[src/rtl/ps2_serial_tx.sv]
// PS/2 set-2 key events -> ASCII -> character FIFO -> 8N1 UART transmitter.
// Feeds the machine's serial rx line from the front-panel keyboard.
module ps2_serial_tx #(
  parameter int CLK_HZ      = 50000000,
  parameter int BAUD        = 115200,
  parameter int FIFO_DEPTH  = 16,
  parameter int FORCE_UPPER = 1
) (
  input  logic                          clk,
  input  logic                          reset,
  input  logic [10:0]                   ps2_key,
  input  logic                          hold,
  output logic                          tx_o,
  output logic                          busy,
  output logic [$clog2(FIFO_DEPTH):0]   fifo_level,
  output logic                          overflow
);

  localparam int DIV = CLK_HZ / BAUD;
  localparam int CW  = (DIV > 1) ? $clog2(DIV) : 1;
  localparam int PW  = $clog2(FIFO_DEPTH);
  localparam int LW  = PW + 1;

  typedef enum logic [1:0] {IDLE, START, DATA, STOP} state_t;

  // Stage 1: event detect
  logic       prev_tog;
  logic       ev_valid;
  logic       ev_press;
  logic       ev_ext;
  logic [7:0] ev_code;

  always_ff @(posedge clk) begin
    if (!reset) begin
      prev_tog <= ps2_key[10];
      ev_valid <= 1'b0;
      ev_press <= 1'b0;
      ev_ext   <= 1'b0;
      ev_code  <= '0;
    end else begin
      prev_tog <= ps2_key[10];
      ev_valid <= ps2_key[10] ^ prev_tog;
      ev_press <= ps2_key[9];
      ev_ext   <= ps2_key[8];
      ev_code  <= ps2_key[7:0];
    end
  end

  // Stage 2: modifiers and translation
  logic       shift;
  logic       ctrl;
  logic       char_valid;
  logic [7:0] char_data;
  logic       xlat_valid;
  logic [7:0] xlat_char;
  logic       is_letter;
  logic [7:0] lo;
  logic [7:0] hi;
  logic [7:0] up;

  always_comb begin
    xlat_valid = 1'b1;
    is_letter  = 1'b0;
    lo         = '0;
    hi         = '0;
    case (ev_code)
      8'h1C: begin is_letter = 1'b1; lo = "a"; end
      8'h32: begin is_letter = 1'b1; lo = "b"; end
      8'h21: begin is_letter = 1'b1; lo = "c"; end
      8'h23: begin is_letter = 1'b1; lo = "d"; end
      8'h24: begin is_letter = 1'b1; lo = "e"; end
      8'h2B: begin is_letter = 1'b1; lo = "f"; end
      8'h34: begin is_letter = 1'b1; lo = "g"; end
      8'h33: begin is_letter = 1'b1; lo = "h"; end
      8'h43: begin is_letter = 1'b1; lo = "i"; end
      8'h3B: begin is_letter = 1'b1; lo = "j"; end
      8'h42: begin is_letter = 1'b1; lo = "k"; end
      8'h4B: begin is_letter = 1'b1; lo = "l"; end
      8'h3A: begin is_letter = 1'b1; lo = "m"; end
      8'h31: begin is_letter = 1'b1; lo = "n"; end
      8'h44: begin is_letter = 1'b1; lo = "o"; end
      8'h4D: begin is_letter = 1'b1; lo = "p"; end
      8'h15: begin is_letter = 1'b1; lo = "q"; end
      8'h2D: begin is_letter = 1'b1; lo = "r"; end
      8'h1B: begin is_letter = 1'b1; lo = "s"; end
      8'h2C: begin is_letter = 1'b1; lo = "t"; end
      8'h3C: begin is_letter = 1'b1; lo = "u"; end
      8'h2A: begin is_letter = 1'b1; lo = "v"; end
      8'h1D: begin is_letter = 1'b1; lo = "w"; end
      8'h22: begin is_letter = 1'b1; lo = "x"; end
      8'h35: begin is_letter = 1'b1; lo = "y"; end
      8'h1A: begin is_letter = 1'b1; lo = "z"; end
      8'h16: begin lo = "1"; hi = "!"; end
      8'h1E: begin lo = "2"; hi = "@"; end
      8'h26: begin lo = "3"; hi = "#"; end
      8'h25: begin lo = "4"; hi = "$"; end
      8'h2E: begin lo = "5"; hi = "%"; end
      8'h36: begin lo = "6"; hi = "^"; end
      8'h3D: begin lo = "7"; hi = "&"; end
      8'h3E: begin lo = "8"; hi = "*"; end
      8'h46: begin lo = "9"; hi = "("; end
      8'h45: begin lo = "0"; hi = ")"; end
      8'h4E: begin lo = "-"; hi = "_"; end
      8'h55: begin lo = "="; hi = "+"; end
      8'h54: begin lo = "["; hi = "{"; end
      8'h5B: begin lo = "]"; hi = "}"; end
      8'h5D: begin lo = 8'h5C; hi = "|"; end
      8'h4C: begin lo = ";"; hi = ":"; end
      8'h52: begin lo = 8'h27; hi = 8'h22; end
      8'h41: begin lo = ","; hi = "<"; end
      8'h49: begin lo = "."; hi = ">"; end
      8'h4A: begin lo = "/"; hi = "?"; end
      8'h0E: begin lo = 8'h60; hi = "~"; end
      8'h29: begin lo = 8'h20; hi = 8'h20; end
      8'h5A: begin lo = 8'h0D; hi = 8'h0D; end
      8'h66: begin lo = 8'h08; hi = 8'h08; end
      8'h76: begin lo = 8'h1B; hi = 8'h1B; end
      8'h0D: begin lo = 8'h09; hi = 8'h09; end
      default: xlat_valid = 1'b0;
    endcase
    up = lo & 8'hDF;
    if (is_letter) begin
      if (ctrl)
        xlat_char = up & 8'h1F;
      else if ((FORCE_UPPER != 0) || shift)
        xlat_char = up;
      else
        xlat_char = lo;
    end else begin
      xlat_char = shift ? hi : lo;
    end
  end

  // Modifier state tracks both plain and extended variants (right ctrl is E0 14)
  always_ff @(posedge clk) begin
    if (!reset) begin
      shift      <= 1'b0;
      ctrl       <= 1'b0;
      char_valid <= 1'b0;
      char_data  <= '0;
    end else begin
      if (ev_valid && (ev_code == 8'h12 || ev_code == 8'h59))
        shift <= ev_press;
      if (ev_valid && ev_code == 8'h14)
        ctrl <= ev_press;
      char_valid <= ev_valid && ev_press && !ev_ext && xlat_valid;
      char_data  <= xlat_char;
    end
  end

  // Character FIFO
  logic [7:0]    mem [FIFO_DEPTH];
  logic [PW-1:0] wr_ptr;
  logic [PW-1:0] rd_ptr;
  logic [LW-1:0] count;
  logic          pop;
  logic          fifo_empty;
  logic          fifo_full;
  logic          push_ok;

  assign fifo_empty = (count == '0);
  assign fifo_full  = (count == LW'(FIFO_DEPTH));
  // A pop in the same cycle frees the head slot, so a full FIFO still accepts
  assign push_ok    = char_valid && (!fifo_full || pop);

  always_ff @(posedge clk) begin
    if (reset && push_ok)
      mem[wr_ptr] <= char_data;
  end

  always_ff @(posedge clk) begin
    if (!reset) begin
      wr_ptr   <= '0;
      rd_ptr   <= '0;
      count    <= '0;
      overflow <= 1'b0;
    end else begin
      if (push_ok)
        wr_ptr <= wr_ptr + 1'b1;
      if (pop)
        rd_ptr <= rd_ptr + 1'b1;
      if (char_valid && !push_ok)
        overflow <= 1'b1;
      case ({push_ok, pop})
        2'b10:   count <= count + 1'b1;
        2'b01:   count <= count - 1'b1;
        default: count <= count;
      endcase
    end
  end

  assign fifo_level = count;

  // Transmit FSM
  state_t        state;
  state_t        next_state;
  logic [CW-1:0] baud_cnt;
  logic [2:0]    bit_idx;
  logic [7:0]    shreg;
  logic          bit_end;

  assign bit_end = (baud_cnt == CW'(DIV - 1));

  always_comb begin
    next_state = state;
    pop        = 1'b0;
    case (state)
      IDLE: begin
        if (!fifo_empty && !hold) begin
          pop        = 1'b1;
          next_state = START;
        end
      end
      START: begin
        if (bit_end)
          next_state = DATA;
      end
      DATA: begin
        if (bit_end && bit_idx == 3'd7)
          next_state = STOP;
      end
      STOP: begin
        // Chain straight into the next start bit so queued frames have no idle gap
        if (bit_end) begin
          if (!fifo_empty && !hold) begin
            pop        = 1'b1;
            next_state = START;
          end else begin
            next_state = IDLE;
          end
        end
      end
      default: next_state = IDLE;
    endcase
  end

  always_ff @(posedge clk) begin
    if (!reset) begin
      state    <= IDLE;
      baud_cnt <= '0;
      bit_idx  <= '0;
      shreg    <= '0;
    end else begin
      state <= next_state;
      if (pop)
        shreg <= mem[rd_ptr];
      if (state == IDLE || bit_end)
        baud_cnt <= '0;
      else
        baud_cnt <= baud_cnt + 1'b1;
      if (state != DATA)
        bit_idx <= '0;
      else if (bit_end)
        bit_idx <= bit_idx + 1'b1;
    end
  end

  always_comb begin
    case (state)
      START:   tx_o = 1'b0;
      DATA:    tx_o = shreg[bit_idx];
      default: tx_o = 1'b1;
    endcase
  end

  assign busy = (state != IDLE);

endmodule

[config.mk]
export PLATFORM = sky130hd
export DESIGN_NAME = ps2_serial_tx
export DESIGN_NICKNAME = d
export VERILOG_FILES = /design/src/rtl/ps2_serial_tx.sv
export SDC_FILE = /design/constraint.sdc
export NUM_CORES = 1
export LEC_CHECK = 0
export ABC_AREA = 1
export CAP_MARGIN = 20
export CELL_PAD_IN_SITES_DETAIL_PLACEMENT = 0
export CELL_PAD_IN_SITES_GLOBAL_PLACEMENT = 1
export CORE_MARGIN = 2
export CORE_UTILIZATION = 24
export CTS_BUF_LIST = sky130_fd_sc_hd__clkbuf_2
export DETAILED_ROUTE_END_ITERATION = 16
export PLACE_DENSITY = 0.5
export SLEW_MARGIN = 25
export SYNTH_ARGS = -nofsm -noshare
export SYNTH_HDL_FRONTEND = slang
export SYNTH_SLANG_ARGS = --single-unit
[constraint.sdc]
create_clock -name clk -period 3.71 [get_ports clk]
set_clock_uncertainty 0.05 [all_clocks]
set_input_delay 0.742 -clock clk [delete_from_list [all_inputs] [get_ports clk]]
set_output_delay 0.742 -clock clk [all_outputs]
set_load 0.01 [all_outputs]
-- Yosys cells after proc, flatten, opt, wreduce, memory -nomap -nowiden
Memories as Yosys holds them, arrays and structs flattened. A register that Yosys moved wholly into a read port is not among the register bits.
Cells that the tools add are included.
- flip-flop bits (word level): 51
- memory bits (writable): 128
- input bits: 14
- output and inout port bits: 8
- word-level logic and storage cells: 144
- memories kept: 1
- memories (memory ; words ; bits a word ; read ports ; clocked after memory_dff ; wr ports ; RTL line ; RTL):
    mem ; 16 ; 8 ; 1 ; 1 ; 1 ; 152 ; logic [7:0] mem [FIFO_DEPTH];
- add/sub/neg operators: 6
- $lt $le $gt $ge: 1
- eq/ne operators: 68
- multiplexer cells: 22
- bitwise operators: 2
- reductions and logical operators: 28
- operators with widths (operator ; count):
    one-hot mux 7 bit (52 select lines) ; 1
    == test 8 x 6 -> 1 bit, second input constant ; 23
    one-hot mux 7 bit (26 select lines) ; 1
    == test 8 x 7 -> 1 bit, second input constant ; 21
    == test 8 x 5 -> 1 bit, second input constant ; 9
    OR reduction 52 bit ; 1
    OR reduction 26 bit ; 1
    two-way mux 8 bit ; 3
    == test 8 x 4 -> 1 bit, second input constant ; 2
    logical AND 1 bit ; 10
    != test 2 bit, second input constant ; 5
    one-hot mux 5 bit (2 select lines) ; 1
    adder 9 x 1 -> 9 bit, second input constant ; 1
    == test 9 bit, second input constant ; 1
    adder 4 x 1 -> 4 bit, second input constant ; 2
    two-way mux 1 bit ; 8
    two-way mux 2 bit ; 4
    one-hot mux 2 bit (4 select lines) ; 1
    == test 2 bit, second input constant ; 3
    logical NOT 1 bit ; 6
    adder 5 x 1 -> 5 bit, second input constant ; 1
    == test 5 bit, second input constant ; 1
    logical NOT 5 bit ; 1
    subtractor 5 x 1 -> 5 bit, second input constant ; 1
    other kinds (13) ; 19

-- Logic depth before layout (Yosys ltp)
Gate-level depths: netlist of the first run.
- word-level depth: 11
- gate-level depth with buffers: 15
- mapped depth without buffers: 15

-- Least setup slack after synthesis of the first run
No wires, ideal clock.
- kind: input to register
- start: in hold
- end: mem mem[10][0], enable pin
- data arrival time: 2.013 ns
- required time: 3.280 ns
- slack: 1.267 ns
- stages: 8
- path through: inv_1 > nand2_1 > nor2_1 > nand2_2 > nand3_1 > nand2_1 > buf_2 > nor3_1
- longest elaborated chain between the ends: 10
- RTL lines (what ; RTL line ; RTL):
    start, declared ; 12 ; input logic hold,
    logical NOT 1 bit (*) ; 209, 225 ;
    logical AND 1 bit (*) ; 209, 225 ;
    two-way mux 1 bit (*) ; 209, 225 ;
    two-way mux 1 bit ; 224 ; if (bit_end) begin
    one-hot mux 1 bit (2 select lines) (*) ; 207 ; case (state)
    logical OR 1 bit (*) ; 164 ; assign push_ok = char_valid && (!fifo_full || pop);
    logical AND 1 bit (*) ; 164 ;
    logical AND 1 bit (*) ; 167 ; if (reset && push_ok)
    two-way mux 1 bit (*) ; 167 ;
    two-way mux 1 bit (not written as such) (*) ; 168 ; mem[wr_ptr] <= char_data;
    end, declared ; 152 ;
Mark *: on every way between the ends. The rest lies on a longest branch, timed or not.

-- Worst setup path after layout of the first run
- start: reg state[0]
- end: out tx_o
- longest elaborated chain between the ends: 2
- RTL lines (what ; RTL line ; RTL):
    start, declared ; 195 ; state_t state;
    start signal, assigned ; 244 ; state <= next_state;
    == test 2 bit / == test 2 x 1 -> 1 bit (equally long branches) ; 259 ; case (state)
    one-hot mux 1 bit (2 select lines) (*) ; 259 ;
    end, declared ; 13 ; output logic tx_o,
Marked as above.

==> metrics.cfg, run 1 <==
[placed_design]
placement.io_buffers = 21
final_estimated_routing_congestion_in_global_placement = 0.817
dpl_cell_area_um2 = 8870
place_hpwl_um = 16100

[finish]
post-route-util_pct = 27.3
multi_input_comb_area_um2 = 3170
post_route_cells_drive_above_1_share_pct = 8.52
sequential_cell_area_um2 = 4510
layout.cell_area.non_filler_um2 = 9120
fillCellCount = 3681
finish.net_count = 981
synthToLayoutAreaGrowth_pct = 12.8

[grt]
grt_pass1_wl_um = 36000
grt.total_usage_pct = 13.3
grt_remaining_overflow = 0
grt_max_degree = 44
global_route.peak_usage_layer = met2
groute.layer.met2.usage_pct = 23.5
grt_use_met3_pct = 1.93
first_global_vias = 6282
use_met1_pct = 17.2
antenna_found_initial = 1

[synthesis]
synth_cell_types = 39
mappedNetlistNets = 954
synth.largest_area_cell = edfxtp_1
yosys_register_bits = 169
synth_area_um2 = 8090
cells_after_synthesis = 922
synth_edf_count = 112
syn-mean-instance-area_um2 = 8.77
synth_ff_type = edfxtp_1
synth_seq_area_share_pct = 55.7
synth_top_cell_area_share_pct = 41.6
post_synth_most_frequent_cells = 177 x nor2_1, 165 x nand2_1, 112 x edfxtp_1
async_flop_share_pct = 0
post_synth_main_area_contributors = edfxtp_1 42%, dfxtp_1 14%, nor2_1 8.2%
synth_warn = 0
most_repeated_cell_in_the_gate_level_netlist_after_synthesis = nor2_1

[critical_path]
crit_chain = inv_1 -> ha_1 -> or2_2 -> nand2_1 -> clkdlybuf4s50_1
critical_path_fanouts_max = 5
rr_worst_depth = 7
arr_time_crit_path_ns = 2.61
timing.critical_path.slowest_stage_cell = clkdlybuf4s50_1
capture_instance_of_the_worst_register_to_register_path = mem[3][6]
startpoint_type = register
longest_individual_stage_delay_on_the_worst_path_ns = 0.55
critical_path_required_ns = 2.92
setup_slack_of_the_most_critical_reg_to_reg_path_ns = 0.99
timing.rr.start = state[0]
critical_path.endpoint_type = output pin
timing_worst_setup_path_type = reg -> out

[outcome]
outcome = completed

[cts]
cts_hold_buffers = 0
cts_setup_buffers = 0
cts_root_buf = clkbuf_2
clkSinkCount = 169
cts_resized = 0
cts.path.max_buffers = 2
number_of_buffers_created_by_cts = 17
clock_tree_from_tritoncts = done
deepest_level_of_the_cts_h_tree = 4
worst_setup_hold_path_clk_slew_ns = 0.31
clk-insertion-delay-late_ns = 0.76

[floorplan]
core_footprint_um2 = 33400
chipWidth_um = 188
floorplan.initialDensity_pct = 24.2
design.die.area_um2 = 35200
core.rowCount = 67
io-pin-count = 22
chipHeight_um = 188

[routing]
drt-wirelength-per-cell_um = 16.3
route.detailed.drc = 0
route.detailed.vias_per_inst = 4.45
dr.first_iter.drc_count = 342
dr_total_vias = 6275
detailedRoute.firstPassIterationCount = 5
wirelength_routed_um = 22900
final_antenna_net_count = 0

[flow_run]
cap_violations = 0

[timing]
finalWorstPathRequiredPeriod_ns = 3.40
relSlewSlack_pct = 41.4
fin_tns_setup_ns = 0
tightest_slew_ns = 0.876
layout_worst_path_cycle_share_pct = 91.7
final-hold-violation-count = 0
number_of_setup_violations_in_the_final_report = 0
final-max-slew-violation-count = 0
max_freq_ghz = 0.294
rsz0062_at_grt = false
hold-worst-slack_ns = 0.413

[power]
post-layout-total-power_mw = 4.27
worst_ir_drop_vdd_v = 0.000187
internal_power_mw = 2.67
power_frac_clock_pct = 24.0
p_sw_mw = 1.60
register_share_of_total_power_pct = 52.2
static-leakage-power_nw = 3.59
combinationalPowerShare_pct = 23.8
cellPowerDensity_nw_per_um2 = 468
sw_frac_of_total_pct = 37.5

[hold_path]
timing.hold.worst_endpoint = prev_tog
timing.hold.worst.start = ps2_key[10]
timing.hold.worst.class = in -> reg
worst_hold_path.num_cells = 1

-- power groups by stage --
| stage | clock network, mW | registers (mW) | logic [mW] |
|---|---|---|---|
| global placement | 0 | 2.28 | 1.05 |
| finish | 1.03 | 2.23 | 1.02 |
| floorplan | 0 | 2.17 | 0.729 |
| detailed placement | 0 | 2.28 | 1.04 |
| CTS | 1.08 | 2.24 | 1.04 |
| global route | 1.14 | 2.25 | 1.16 |
-- how the worst max path moves through the flow --
stage	slack, ns	end	cells past startpoint	startpoint
detailed placement	0.57	mem[3][0]	8	hold
floorplan	1.27	mem[10][0]	8	hold
CTS	0.19	tx_o	5	state[0]
finish	0.31	tx_o	5	state[0]
global placement	0.65	fifo_level[4]	13	hold
global route	0.08	tx_o	5	state[0]
-- stage by stage --
step / worst slack (ns) / instances
2_1_floorplan: 1.27 / 922
3_3_place_gp: 0.645 / 1378
3_5_place_dp: 0.568 / 1378
4_1_cts: 0.193 / 1410
5_1_grt: 0.0788 / 1411
6_report: 0.308 / 1411
-- cell type report --
type / count / area share [%]
sequential: 169 / 49.4
timing repair buffer: 42 / 4.03
multi-input combinational: 649 / 34.7
clock buffer: 17 / 0.933
tap: 448 / 6.14
inverter: 70 / 2.88
clock inverter: 15 / 1.87
antenna: 1 / 0.0274
-- worst max-delay path, delay by kind of cell, from the launching register on --
| kind | cells | cell delay, ns |
|---|---|---|
| flip-flops | 1 | 0.49 |
| AND/OR/NAND/NOR | 2 | 0.44 |
| buffers and inverters | 2 | 0.67 |
| adder cells (fa/ha/maj) | 1 | 0.26 |
-- cells by family (layout without fill, tap and decap cells) --
family	count (synthesis)	count (layout)	synth area share (%)
simple gates	464	464	24.5
buf+inv	104	144	5.11
fa+ha+maj	18	18	2.88
xor+xnor	6	6	0.650
other cells	0	1	0
compound gates	161	161	11.2
flops	169	169	55.7
-- sequential cells by signal (all words and copies together), names as in the netlist, 2 cells and up --
signal	count
baud_cnt	9
bit_idx	3
char_data	7
ev_code	8
fifo_level	5
mem	112
rd_ptr	4
shreg	7
state	2
wr_ptr	4
-- layout by cell type, fill, tap and decap left out, drive strengths merged, types with 2 or more instances in the layout --
cell / count
clkbuf: 17
inv: 79
dfxtp: 57
nor2: 190
nor3: 31
clkdlybuf4s50: 21
clkinv: 5
nor3b: 5
nand3: 41
edfxtp: 112
xor2: 3
nand2: 173
and3: 3
a21oi: 28
or2: 2
nor4: 3
nand4: 12
o211ai: 22
o221ai: 4
and2: 2
o21ai: 93
xnor2: 3
ha: 17
buf: 21
nand3b: 2
a31oi: 9
-- routing by layer --
metal	share of wire [%]	vias to the layer above	wire length, µm
met2	50	71	11400
met4	1.2	0	267
met1	47	2989	10900
li1	-	3199	-
met3	1.7	16	380
met5	0	-	0
Power figures use the tool's default switching activity.
==> run 2, diff against run 1 <==
--- a/config.mk
+++ b/config.mk
@@ -13,7 +13,8 @@
 export CORE_UTILIZATION = 24
 export CTS_BUF_LIST = sky130_fd_sc_hd__clkbuf_2
 export DETAILED_ROUTE_END_ITERATION = 16
-export PLACE_DENSITY = 0.5
+export DONT_BUFFER_PORTS = 1
+export PLACE_DENSITY = 0.49
 export SLEW_MARGIN = 25
 export SYNTH_ARGS = -nofsm -noshare
 export SYNTH_HDL_FRONTEND = slang
==> metrics.cfg, run 2 (same netlist as run 1, synthesis figures left out) <==
[outcome]
outcome = completed

[floorplan]
io-pin-count = 22
chipWidth_um = 188
core_footprint_um2 = 33400
floorplan.initialDensity_pct = 24.2
chipHeight_um = 188
core.rowCount = 67
design.die.area_um2 = 35200

[timing]
final-max-slew-violation-count = 0
final-hold-violation-count = 0
max_freq_ghz = 0.347
fin_tns_setup_ns = 0
rsz0062_at_grt = false
layout_worst_path_cycle_share_pct = 77.6
tightest_slew_ns = 0.968
relSlewSlack_pct = 35.3
number_of_setup_violations_in_the_final_report = 0
finalWorstPathRequiredPeriod_ns = 2.88

[finish]
post_route_cells_drive_above_1_share_pct = 8.32
sequential_cell_area_um2 = 4510
final_cells = 1398
mostFrequentLayoutCell = nor2_1
synthToLayoutAreaGrowth_pct = 11.5
top_register = mem
finish.net_count = 968
layout.cell_area.non_filler_um2 = 9020
layout_top_registers = mem x112, baud_cnt x9, ev_code x8
fillCellCount = 3682
multi_input_comb_area_um2 = 3170
largest_reg_flops = 112
most-common-layout-cells = 177 x nor2_1, 165 x nand2_1, 112 x edfxtp_1, 93 x o21ai_0, 66 x inv_1

[cts]
cts_root_buf = clkbuf_2
cts_resized = 0
number_of_buffers_created_by_cts = 17
clk-insertion-delay-late_ns = 0.75
deepest_level_of_the_cts_h_tree = 4
clkSinkCount = 169
clock_tree_from_tritoncts = done
worst_setup_hold_path_clk_slew_ns = 0.28
cts.path.max_buffers = 2

[power]
worst_ir_drop_vdd_v = 0.000207
cellPowerDensity_nw_per_um2 = 470
static-leakage-power_nw = 3.54

[grt]
grt.total_usage_pct = 13.4
grt_remaining_overflow = 0
grt_pass1_wl_um = 36400
first_global_vias = 6301
grt_max_degree = 57
antenna_found_initial = 1

[critical_path]
arr_time_crit_path_ns = 2.09
startpoint_type = register
timing_worst_setup_path_type = reg -> out
setup_slack_of_the_most_critical_reg_to_reg_path_ns = 1.02
rr_worst_depth = 11
timing.critical_path.slowest_stage_cell = dfxtp_1
critical_path_required_ns = 2.92
timing.rr.start = state[0]
capture_instance_of_the_worst_register_to_register_path = fifo_level[4]
critical_path_fanouts_max = 5
longest_individual_stage_delay_on_the_worst_path_ns = 0.47
critical_path.endpoint_type = output pin
crit_chain = inv_1 -> ha_1 -> or2_2 -> nand2_1

[hold_path]
worst_hold_path.num_cells = 2
timing.hold.worst.start = ps2_key[10]
timing.hold.worst_endpoint = ev_valid
timing.hold.worst.class = in -> reg

[routing]
drt-wirelength-per-cell_um = 16.3
wirelength_routed_um = 22700
detailroute.wirelength.met3_um = 636
detailedRoute.firstPassIterationCount = 5
dr.first_iter.drc_count = 411
route.detailed.vias_per_inst = 4.47
highest_layer = met4
met2RoutedLength_um = 10700
detail_route.wirelength.met1_um = 11100
dr_total_vias = 6255
final_antenna_net_count = 0
route.detailed.drc = 0

[placed_design]
place.detailed.instances = 1353
final_estimated_routing_congestion_in_global_placement = 0.829
dpl_cell_area_um2 = 8630
place_hpwl_um = 15800
placement.io_buffers = 0

[flow_run]
cap_violations = 0

## run 2: what timing repair did
action,CTS,global route
hold buffers,12,0
endpoints found under the setup margin,0,0
hold endpoints to repair,33,0
buffers inserted,0,0
## run 2: how the worst max path moves through the flow
stage	start	end	depth (start not counted)
3_3_place_gp	hold	fifo_level[4]	11
2_1_floorplan	hold	mem[10][0]	8
5_1_grt	state[0]	tx_o	4
3_5_place_dp	hold	fifo_level[4]	11
6_report	state[0]	tx_o	4
4_1_cts	state[0]	tx_o	4
## run 2: layout make-up
cell class | instances | share of cell area [%]
inverter | 70 | 2.91
clock inverter | 15 | 1.94
clock buffer | 17 | 0.943
multi-input combinational | 649 | 35.1
timing repair buffer | 29 | 2.86
sequential | 169 | 50.0
tap | 448 | 6.22
antenna | 1 | 0.0277
## run 2: layer usage
layer	GRT usage, %	vias up
li1	-	3164
met1	18.3	2978
met2	22.0	93
met3	1.78	20
met4	3.97	0
met5	0	-
## run 2: critical path: cells and delay by family, from the launching register on
kind | cells | cell delay, ns
and+or+nand+nor | 2 | 0.49
DFF | 1 | 0.47
adders and majority gates | 1 | 0.29
buffers and inverters | 1 | 0.12
## run 2: power breakdown
group | internal (mW) | switching (mW) | total, mW | leakage [nW]
clock | 0.284 | 0.755 | 1.04 | 0.149
combinational | 0.300 | 0.679 | 0.979 | 1.90
sequential | 2.07 | 0.145 | 2.22 | 1.49
total | 2.66 | 1.58 | 4.24 | 3.54
## run 2: stage by stage
stage / worst slack (ns) / utilization [%] / hold WS [ns] / power [mW]
5_1_grt: 0.618 / 27.0 / 0.0458 / 4.52
6_report: 0.830 / 27.0 / 0.124 / 4.24
2_1_floorplan: 1.27 / - / 0.384 / 2.90
3_5_place_dp: 0.985 / 25.9 / 0.408 / 3.25
3_3_place_gp: 1.03 / 25.9 / 0.405 / 3.27
4_1_cts: 0.698 / 27.0 / 0.0245 / 4.32
==> run 3, diff against run 2 <==
--- a/config.mk
+++ b/config.mk
@@ -14,7 +14,7 @@
 export CTS_BUF_LIST = sky130_fd_sc_hd__clkbuf_2
 export DETAILED_ROUTE_END_ITERATION = 16
 export DONT_BUFFER_PORTS = 1
-export PLACE_DENSITY = 0.49
+export PLACE_DENSITY = 0.5
 export SLEW_MARGIN = 25
 export SYNTH_ARGS = -nofsm -noshare
 export SYNTH_HDL_FRONTEND = slang
==> constraint.sdc (replaced) <==
create_clock -name clk -period 2.4 [get_ports clk]
set_clock_uncertainty 0.05 [all_clocks]
set_input_delay 0.48 -clock clk [delete_from_list [all_inputs] [get_ports clk]]
set_output_delay 0.48 -clock clk [all_outputs]
set_load 0.01 [all_outputs]
==> metrics.cfg, run 3 (same netlist as run 1, synthesis figures left out) <==
[cts]
cts.path.max_buffers = 2
worst_setup_hold_path_clk_slew_ns = 0.26
number_of_buffers_created_by_cts = 17
cts_root_buf = clkbuf_2
clk-insertion-delay-late_ns = 0.75
clkSinkCount = 169
clock_tree_from_tritoncts = done
deepest_level_of_the_cts_h_tree = 4

[finish]
synthToLayoutAreaGrowth_pct = 17.1
most-common-layout-cells = 172 x nor2_1, 164 x nand2_1, 112 x edfxtp_1, 91 x o21ai_0, 65 x inv_1
largest_reg_flops = 112
post_route_cells_drive_above_1_share_pct = 13.7
top_register = mem
layout_top_registers = mem x112, baud_cnt x9, ev_code x8
post-route-util_pct = 28.4
finish.net_count = 1012
mostFrequentLayoutCell = nor2_1

[floorplan]
core.rowCount = 67
floorplan.initialDensity_pct = 24.2
core_footprint_um2 = 33400
chipWidth_um = 188
io-pin-count = 22
chipHeight_um = 188
design.die.area_um2 = 35200

[placed_design]
place_ws_ns = -0.0215
place_hpwl_um = 16200
final_estimated_routing_congestion_in_global_placement = 0.824
placement.io_buffers = 0

[timing]
layout_worst_path_cycle_share_pct = 96.9
relSlewSlack_pct = 48.3
post-route-worst-setup-slack_ns = 0.0743
number_of_setup_violations_in_the_final_report = 0
max_freq_ghz = 0.430
rsz0062_at_grt = true
tightest_slew_ns = 0.774
finalWorstPathRequiredPeriod_ns = 2.33
final-max-slew-violation-count = 0
final-hold-violation-count = 0

[grt]
antenna_found_initial = 1
groute.layer.met2.usage_pct = 22.3
global_route.peak_usage_layer = met2
grt_pass1_wl_um = 36800
use_met1_pct = 17.9
grt.total_usage_pct = 13.5
grt_remaining_overflow = 0
first_global_vias = 6549
grt_use_met3_pct = 2.43
grt_max_degree = 59

[routing]
route.detailed.drc = 0
dr.first_iter.drc_count = 309
wirelength_routed_um = 22800
final_antenna_net_count = 0
dr_total_vias = 6365
detailedRoute.firstPassIterationCount = 4
route.detailed.vias_per_inst = 4.41
drt-wirelength-per-cell_um = 15.8

[power]
static-leakage-power_nw = 3.76
post-layout-total-power_mw = 6.83
cellPowerDensity_nw_per_um2 = 722
worst_ir_drop_vdd_v = 0.000274

[critical_path]
timing_worst_setup_path_type = reg -> out
startpoint_type = register
critical_path_required_ns = 1.87
arr_time_crit_path_ns = 1.80
critical_path_fanouts_max = 5
critical_path.endpoint_type = output pin

[outcome]
outcome = completed

[hold_path]
timing.hold.worst.class = in -> reg

[flow_run]
cap_violations = 0

-- run 3: cell count changes in the layout (fill, tap and decap cells not counted), moves of 3 or more --
cell / before / now
inv_8: 4 / 1
dlygate4sd3_1: 11 / 18
dfxtp_2: 2 / 5
buf_4: 17 / 52
nor2_1: 177 / 172
dfxtp_1: 55 / 50
nor2_2: 13 / 18
-- run 3: cell type report --
type / instances / area, µm²
diodes: 2 / 5.00
clock buffers: 17 / 85.1
clock inverters: 15 / 164
fillers: 3641 / 23900
inverters: 70 / 265
multi-input cells: 649 / 3240
flip-flops and latches: 169 / 4520
well taps: 448 / 561
repair buffers: 73 / 631
-- run 3: power by group --
group          internal, mW  switching (mW)
logic                 0.714            1.23
clock network         0.496            1.07
registers              3.21           0.112
-- run 3: routing by layer --
| layer | up-vias | wire [µm] |
|---|---|---|
| met5 | - | 0 |
| met4 | 0 | 401 |
| met3 | 20 | 494 |
| met2 | 67 | 10800 |
| met1 | 3025 | 11000 |
| li1 | 3253 | - |
-- run 3: critical path: stages (launching register included) --
cell	delay, ns
dfxtp_4	0.45
nor2_1	0.06
o32ai_2	0.26
o211ai_1	0.17
nand2_4	0.11
-- run 3: repair_timing --
item,in CTS,in global routing
pin swaps,3,2
buffers inserted,2,0
hold buffers,19,0
resized for setup,16,13
endpoints found under the hold margin,47,0
setup endpoints to repair,2,54
-- run 3: final timing paths --
| path | from | endpoint | slack, ns | cells past startpoint |
|---|---|---|---|---|
| worst min register to register | ev_press | shift | 0.46 | 2 |
| worst min-delay path | reset | ev_valid | 0.12 | 2 |
| worst max-delay path | bit_idx[0] | tx_o | 0.07 | 4 |
| worst max register to register | state[0] | fifo_level[4] | 0.17 | 12 |
-- run 3: through the flow --
step,TNS (ns),cells,cell area [µm²],hold slack [ns]
finish,0,1443,9460,0.123
global route,-0.130,1443,9460,0.00999
CTS,-0.0400,1441,9420,0.0306
detailed placement,-0.0215,1388,8910,0.436
global placement,0,1388,8910,0.426
floorplan,0,922,8090,0.384
